### config.mk
export PLATFORM = sky130hd
export DESIGN_NAME = midi_msg_parser
export DESIGN_NICKNAME = d
export VERILOG_FILES = /design/src/rtl/midi_msg_parser.sv
export SDC_FILE = /design/constraint.sdc
export NUM_CORES = 1
export LEC_CHECK = 0
export BUFFER_PORTS_ARGS = -buffer_cell sky130_fd_sc_hd__buf_2
export CORE_UTILIZATION = 45
export DETAILED_ROUTE_END_ITERATION = 6
export GPL_TIMING_DRIVEN = 0
export PLACE_DENSITY_LB_ADDON = 0.2
export REMOVE_ABC_BUFFERS = 1
export SYNTH_ARGS = -nofsm -noshare
export SYNTH_HDL_FRONTEND = slang
export SYNTH_SLANG_ARGS = --single-unit
### constraint.sdc
create_clock -name clk -period 2.7 [get_ports clk]
set_input_delay 0.135 -clock clk [delete_from_list [all_inputs] [get_ports clk]]
set_output_delay 0.135 -clock clk [all_outputs]
set_load 0.05 [all_outputs]
### src/rtl/midi_msg_parser.sv
// MIDI channel-voice message parser: running status, SysEx skipping, channel filter and a
// single-entry valid/ready output register. Define MIDI_REALTIME_EN to get a realtime strobe.
module midi_msg_parser #(
    parameter logic [3:0] CHANNEL = 4'd0,
    parameter bit         OMNI    = 1'b1
) (
    input  logic       clk,
    input  logic       reset,
    input  logic [7:0] byte_in,
    input  logic       byte_valid,
    output logic       msg_valid,
    input  logic       msg_ready,
    output logic [7:0] msg_status,
    output logic [6:0] msg_data1,
    output logic [6:0] msg_data2,
    output logic       overrun,
    output logic [7:0] drop_count,
    output logic       rt_valid,
    output logic [7:0] rt_byte
);

    typedef enum logic [1:0] {
        StIdle,
        StWaitD1,
        StWaitD2,
        StSysex
    } state_e;

    state_e     state_q, state_d;
    logic [7:0] run_status_q, run_status_d;
    logic [6:0] data1_q, data1_d;

    logic       is_rt;
    logic       is_chan_status;
    logic       one_data_byte;

    logic       cmpl;
    logic [6:0] cmpl_d1;
    logic [6:0] cmpl_d2;
    logic [7:0] cmpl_status;
    logic       cmpl_accept;
    logic       load;
    logic       drop;

    logic       msg_valid_q, msg_valid_d;
    logic [7:0] msg_status_q, msg_status_d;
    logic [6:0] msg_data1_q, msg_data1_d;
    logic [6:0] msg_data2_q, msg_data2_d;
    logic       overrun_q, overrun_d;
    logic [7:0] drop_count_q, drop_count_d;

    assign is_rt          = (byte_in[7:3] == 5'b11111);
    assign is_chan_status = byte_in[7] && (byte_in[7:4] != 4'hF);
    assign one_data_byte  = (run_status_q[7:4] == 4'hC) || (run_status_q[7:4] == 4'hD);

    // Byte sequencing; realtime bytes fall straight through with no effect.
    always_comb begin
        state_d      = state_q;
        run_status_d = run_status_q;
        data1_d      = data1_q;
        cmpl         = 1'b0;
        cmpl_d1      = byte_in[6:0];
        cmpl_d2      = 7'd0;

        if (byte_valid && !is_rt) begin
            if (is_chan_status) begin
                run_status_d = byte_in;
                state_d      = StWaitD1;
            end else if (byte_in[7]) begin
                run_status_d = 8'd0;
                state_d      = (byte_in == 8'hF0) ? StSysex : StIdle;
            end else begin
                unique case (state_q)
                    StWaitD1: begin
                        if (one_data_byte) begin
                            cmpl = 1'b1;
                        end else begin
                            data1_d = byte_in[6:0];
                            state_d = StWaitD2;
                        end
                    end
                    StWaitD2: begin
                        cmpl    = 1'b1;
                        cmpl_d1 = data1_q;
                        cmpl_d2 = byte_in[6:0];
                        state_d = StWaitD1;
                    end
                    default: ;
                endcase
            end
        end
    end

    // Note-On with zero velocity is presented as Note-Off on the same channel.
    always_comb begin
        cmpl_status = run_status_q;
        if ((run_status_q[7:4] == 4'h9) && (cmpl_d2 == 7'd0)) begin
            cmpl_status = {4'h8, run_status_q[3:0]};
        end
    end

    assign cmpl_accept = OMNI || (run_status_q[3:0] == CHANNEL);
    assign load        = cmpl && cmpl_accept && (!msg_valid_q || msg_ready);
    assign drop        = cmpl && cmpl_accept && msg_valid_q && !msg_ready;

    always_comb begin
        msg_valid_d  = msg_valid_q;
        msg_status_d = msg_status_q;
        msg_data1_d  = msg_data1_q;
        msg_data2_d  = msg_data2_q;
        overrun_d    = overrun_q;
        drop_count_d = drop_count_q;

        if (load) begin
            msg_valid_d  = 1'b1;
            msg_status_d = cmpl_status;
            msg_data1_d  = cmpl_d1;
            msg_data2_d  = cmpl_d2;
        end else if (msg_valid_q && msg_ready) begin
            msg_valid_d = 1'b0;
        end

        if (drop) begin
            overrun_d = 1'b1;
            if (drop_count_q != 8'hFF) begin
                drop_count_d = drop_count_q + 8'd1;
            end
        end
    end

    always_ff @(posedge clk or negedge reset) begin
        if (!reset) begin
            state_q      <= StIdle;
            run_status_q <= 8'd0;
            data1_q      <= 7'd0;
            msg_valid_q  <= 1'b0;
            msg_status_q <= 8'd0;
            msg_data1_q  <= 7'd0;
            msg_data2_q  <= 7'd0;
            overrun_q    <= 1'b0;
            drop_count_q <= 8'd0;
        end else begin
            state_q      <= state_d;
            run_status_q <= run_status_d;
            data1_q      <= data1_d;
            msg_valid_q  <= msg_valid_d;
            msg_status_q <= msg_status_d;
            msg_data1_q  <= msg_data1_d;
            msg_data2_q  <= msg_data2_d;
            overrun_q    <= overrun_d;
            drop_count_q <= drop_count_d;
        end
    end

    assign msg_valid  = msg_valid_q;
    assign msg_status = msg_status_q;
    assign msg_data1  = msg_data1_q;
    assign msg_data2  = msg_data2_q;
    assign overrun    = overrun_q;
    assign drop_count = drop_count_q;

`ifdef MIDI_REALTIME_EN
    logic       rt_valid_q;
    logic [7:0] rt_byte_q;

    always_ff @(posedge clk or negedge reset) begin
        if (!reset) begin
            rt_valid_q <= 1'b0;
            rt_byte_q  <= 8'd0;
        end else begin
            rt_valid_q <= byte_valid && is_rt;
            if (byte_valid && is_rt) begin
                rt_byte_q <= byte_in;
            end
        end
    end

    assign rt_valid = rt_valid_q;
    assign rt_byte  = rt_byte_q;
`else
    assign rt_valid = 1'b0;
    assign rt_byte  = 8'd0;
`endif

endmodule

# [Word level (Yosys, flattened, before mapping)]
# Cells that the tools add are included.
[word_totals] latch_bits=0 memories=0 inputBits=12 word_cells=66 output_inout_bits=41 mem_bits_ro=0 register_bits=49 mem_bits_rw=0
[op_classes] n_shift=0 n_mux=23 eq_ne=10 n_div=0 mul=0 n_addsub=1 reduce_logical=20 bitwise_logic=3 order_cmp=0
[ops] operator="2-to-1 mux 7 bit" count=8
[ops] operator="2-to-1 mux 8 bit" count=3
[ops] operator="== test 4 bit, second input constant" count=3
[ops] operator="adder 8 x 1 -> 8 bit, second input constant" count=1
[ops] operator="== test 8 bit, second input constant" count=1
[ops] operator="2-to-1 mux 2 bit" count=4
[ops] operator="!= test 4 bit, second input constant" count=2
[ops] operator="!= test 8 bit, second input constant" count=1
[ops] operator="logical AND 1 bit" count=7
[ops] operator="logical NOT 7 bit" count=1
[ops] operator="2-to-1 mux 1 bit" count=6
[ops] operator="== test 5 bit, second input constant" count=1
[ops] operator="AND reduction 5 bit" count=1
[ops] operator="case mux 2 bit (2 select lines)" count=1
[ops] operator="AND reduction 2 bit" count=2
[ops] operator="nonzero test 2 bit" count=2
[ops] operator="nonzero test 4 bit" count=1
[ops] operator="logical NOT 1 bit" count=3
[ops] operator="NOT 1 bit" count=3
[ops] operator="AND reduction 3 bit" count=1
[ops] operator="== test 2 x 1 -> 1 bit, second input constant" count=1
[ops] operator="== test 2 bit, second input constant" count=1
[ops] operator="logical OR 1 bit" count=2
[ops] operator="case mux 1 bit (2 select lines)" count=1

# [Depth between registers and ports, before layout]
[depth] depth_word=10 depth_mapped=8 mapped_depth_nobuf=6

# [Least setup slack after synthesis]
# Ideal clock, no wire load.
[synth_path] path_kind="reg2reg" from="reg drop_count_q[0] (netlist: drop_count[0])" to="reg drop_count_q[1] (netlist: drop_count[1])" path_buffers=0 arrival_time_ns=1.748 slack_ns=0.827 synth_period_minus_slack_ns=1.873 setup_time_ns=0.125 t_required_ns=2.575 path_stages_with_launch=6 path_cell_list="dfrtp_1 > ha_1 > nand3_1 > nor3_2 > nor2_1 > mux2_2"
[synth_between] elab_chain_len=2 word_cells_on_any_way=3 classes_between="add/sub (1); eq/ne (1); reduce/logical (1)"
[synth_rtl] element="start: declaration" line_no="50" source="logic [7:0] drop_count_q, drop_count_d;"
[synth_rtl] element="start signal: assignment" line_no="151" source="drop_count_q <= drop_count_d;"
[synth_rtl] element="parallel branches: the longest is 2 deep, another holds adder 8 x 1 -> 8 bit"
# Parallel ways; which one is timed is not known.
# A chain may end at the register's enable or synchronous reset.

# [Worst setup path in the final report]
[layout_path] from="reg state_q[0]" to="reg drop_count_q[1] (netlist: drop_count[1])"
[layout_between] elab_chain_len=8 word_cells_on_any_way=9 classes_between="eq/ne (2); mux (4); reduce/logical (3)"
[layout_rtl] element="start: declaration" line_no="29" source="state_e state_q, state_d;"
[layout_rtl] element="start signal: assignment" line_no="133" source="state_q <= StIdle;"
[layout_rtl] element="start signal: assignment" line_no="143" source="state_q <= state_d;"
[layout_rtl] element="== test 2 bit or == test 2 x 1 -> 1 bit (tied branches)" line_no="73" source="unique case (state_q)"
[layout_rtl] element="case mux 1 bit (2 select lines) (*)" line_no="73"
[layout_rtl] element="2-to-1 mux 1 bit (*)" line_no="69" source="end else if (byte_in[7]) begin"
[layout_rtl] element="2-to-1 mux 1 bit (*)" line_no="66" source="if (is_chan_status) begin"
[layout_rtl] element="2-to-1 mux 1 bit (*)" line_no="65" source="if (byte_valid && !is_rt) begin"
[layout_rtl] element="logical AND 1 bit (*) (2 in a row)" line_no="104" source="assign drop = cmpl && cmpl_accept && msg_valid_q && !msg_ready;"
[layout_rtl] element="AND reduction 2 bit (no line) (*)"
# Every way passes the cells marked *; elsewhere a longest branch is shown, timed or not.

==> impl_metrics.json <==
{
  "period_minus_slack_ns": 1.912,
  "nFillCells": 459,
  "post-cts-setup-buffers": 0,
  "grt_start_max_net_pins": 50,
  "coreArea_um2": 4755,
  "regArea_um2": 1226,
  "yosysTopAreaCellShare_pct": 54.60,
  "finalNonFillerCells": 321,
  "drc_errors": 0,
  "pre_cts_slack_ns": 0.7877,
  "drt-wirelength-per-cell_um": 12.71,
  "routed_wl_mm": 4.080,
  "fp.dieArea_um2": 5277,
  "via_per_inst": 4.897,
  "ctsHoldBuffers": 0,
  "final-setup-viol-count": 0,
  "cts.sinks": 49,
  "ios": 53,
  "nets": 268,
  "fin_area_um2": 2606,
  "grt_antenna_before_repair": 0,
  "antenna-diode-count": 0,
  "seqPwrFrac_pct": 40.3,
  "hp-class": "primary input to asynchronous set/reset pin",
  "ys_top_cells_by_area": "dfrtp_1 (55%), o21ai_0 (6.0%), mux2_2 (6.0%), nand2_1 (5.7%), buf_4 (3.3%)",
  "switchingPower_w": 0.001099,
  "ctsResizeCount": 0,
  "syn_area_per_cell_um2": 10.69,
  "finalHoldViolations": 0,
  "worstSetupStartpointType": "flop",
  "hpwl_mm": 2.907,
  "cts_buffers": 5,
  "p_sw_share_pct": 41.77,
  "max_freq_mhz": 523.0,
  "grt_first_pass_wirelength_mm": 6.920,
  "fin_worst_skew_ns": 0.003383,
  "synth_area_um2": 2246,
  "worstSkewPairLatency_ns": 0.30,
  "worst_ep_required_time_ns": 2.89,
  "ys_ff_latch": 49,
  "synth_cells": 210,
  "placed_cell_area_um2": 2490,
  "path_max_fanout": 8,
  "yosys_warnings": 0,
  "globalRouteOverflowTotal": 0,
  "comb_power_share_pct": 39.6,
  "grt_usage_pct": 17.44,
  "fp.dieW_um": 72.65,
  "cap_violations": 0,
  "initial_utilization_pct": 47.24,
  "cts.htree.levels": 2,
  "clk_pin_slew_ns": 0.08,
  "peakVddDrop_mv": 0.5071,
  "p_int_w": 0.001532,
  "yosysTopAreaCell": "dfrtp_1",
  "grt_pass1_vias": 1467,
  "worstSetupPathType": "flop to flop",
  "p_per_area_nw_per_um2": 1009,
  "drtIter0Drc": 51,
  "status": "complete, no violations",
  "worst_pin_slew_ns": 1.084,
  "drive_above_1_share_pct": 27.95,
  "post-route-worst-setup-slack_ns": 0.7879,
  "dpl.cell_count": 313,
  "finalPower_w": 0.002630,
  "max_slew_margin_pct": 26.75,
  "ys_seq_area_share_pct": 54.60,
  "placementRows": 25,
  "clkPwrFrac_pct": 20.1,
  "multi_input_area_um2": 900.9,
  "synth_cell_types": 35,
  "placement.io_buffers": 43,
  "cts_tree": "done",
  "synthToLayoutAreaGrowth_pct": 16.04,
  "vias": 1572,
  "slew_viol_final": 0,
  "rsz0062_at_grt": "no",
  "ant_nets": 0,
  "root_buffer": "clkbuf_8",
  "finalCritPeriodShare_pct": 70.82,
  "leakage_nw": 1.292,
  "gp_congestion": 0.7413,
  "die_h_um": 72.65,
  "cp.arrival_ns": 2.10,
  "drt_first_pass_iters": 4,
  "postLayoutCoreUtil_pct": 54.82,
  "cp-end-kind": "flop",
  "clockBufferDepth": 2
}
routing by layer:
| metal | wire length, um | GRT usage [%] |
|---|---|---|
| met1 | 1953 | 23.52 |
| met2 | 1888 | 28.04 |
| met3 | 171 | 3.039 |
| met4 | 67 | 7.190 |
| met5 | 0 | 0 |
worst max-delay path, stage by stage (launching register included):
cell	delay, ns
dfrtp_1	0.36
inv_1	0.05
ha_1	0.33
nor3b_4	0.26
o2111ai_4	0.23
nor2_1	0.23
mux2_2	0.35
cells in the mapped netlist, drive strengths merged:
master / instances
conb: 1
nor2b: 3
nand3: 9
and2: 1
a31o: 1
clkbuf: 3
nor2: 2
and4b: 1
nand2: 34
o22ai: 1
a21oi: 3
o221a: 1
nor3b: 2
nor3: 4
mux2i: 7
or4: 1
nor4: 3
nand2b: 3
xor2: 7
o21ai: 27
o2111ai: 1
o211ai: 1
mux2: 12
inv: 10
nand4: 2
buf: 15
ha: 3
a41oi: 1
dfrtp: 49
o221ai: 1
o31ai: 1
final cells by class:
cell class,count,share of cell area [%]
clock inverter,1,1.152
clock buffer,7,3.313
tap,67,3.217
multi-input combinational,141,34.57
inverter,10,1.440
sequential,49,47.05
timing repair buffer,46,9.265
flip-flops by register name (all words and copies together), names as in the netlist:
register and cells:
data1_q 7, drop_count 8, overrun 1, msg_data1 7, msg_valid 1, msg_data2 7
run_status_q 8, msg_status 8, state_q 2
power groups by stage:
stage               Combinational (W)  Clock (W)  Sequential, W
floorplan                    0.000349          0        0.00152
global placement              0.00103          0        0.00106
detailed placement            0.00105          0        0.00108
CTS                           0.00105   0.000548        0.00106
global route                  0.00113   0.000569        0.00109
finish                        0.00104   0.000528        0.00106
layout by cell type, fill, tap and decap left out, types with 2 or more instances in the layout:
master	n
conb_1	9
nor2_1	2
nand2b_1	3
dfrtp_1	49
nand4_1	2
nor4_1	3
mux2i_1	7
nor3_1	3
nand3_1	9
nand2_1	34
buf_4	2
clkbuf_8	6
o21ai_0	27
mux2_2	12
inv_1	10
xor2_1	7
nor2b_1	3
ha_1	3
a21oi_1	2
buf_2	43
cell families after synthesis:
| family | Yosys count | share of synthesized area [%] |
|---|---|---|
| AOI/OAI and AO/OA | 38 | 10.64 |
| adders and majority gates | 3 | 1.671 |
| muxes | 19 | 9.137 |
| DFF | 49 | 54.60 |
| and+or+nand+nor | 65 | 14.43 |
| buffers and inverters | 28 | 6.629 |
| xor gates and xnor gates | 7 | 2.730 |
| other | 1 | 0.1670 |
path summary, 6_finish.rpt:
| check | depth (start not counted) | to | startpoint | slack [ns] |
|---|---|---|---|---|
| worst max register to register | 6 | drop_count[1]$_DFFE_PN0P_ | state_q[0]$_DFFE_PN0P_ | 0.79 |
| worst max-delay path | 6 | drop_count[1]$_DFFE_PN0P_ | state_q[0]$_DFFE_PN0P_ | 0.79 |
| min in group clk | 3 | msg_data2[2]$_DFFE_PN0P_ | byte_in[2] | 0.13 |
| max in group asynchronous | 1 | msg_data1[5]$_DFFE_PN0P_ | reset | 2.02 |
| worst min-delay path | 1 | msg_data1[0]$_DFFE_PN0P_ | reset | 0.02 |
| worst min register to register | 1 | overrun$_DFFE_PN0P_ | overrun$_DFFE_PN0P_ | 0.47 |
per-stage QoR:
stage                     hold slack, ns  TNS [ns]
after detailed placement          0.3973         0
after global routing              0.1426         0
after floorplan                  -0.1606  -0.09659
after CTS                        0.07466         0
final                            0.02283         0
after global placement            0.3999    -13.71
(Power assumes the default switching activity.)
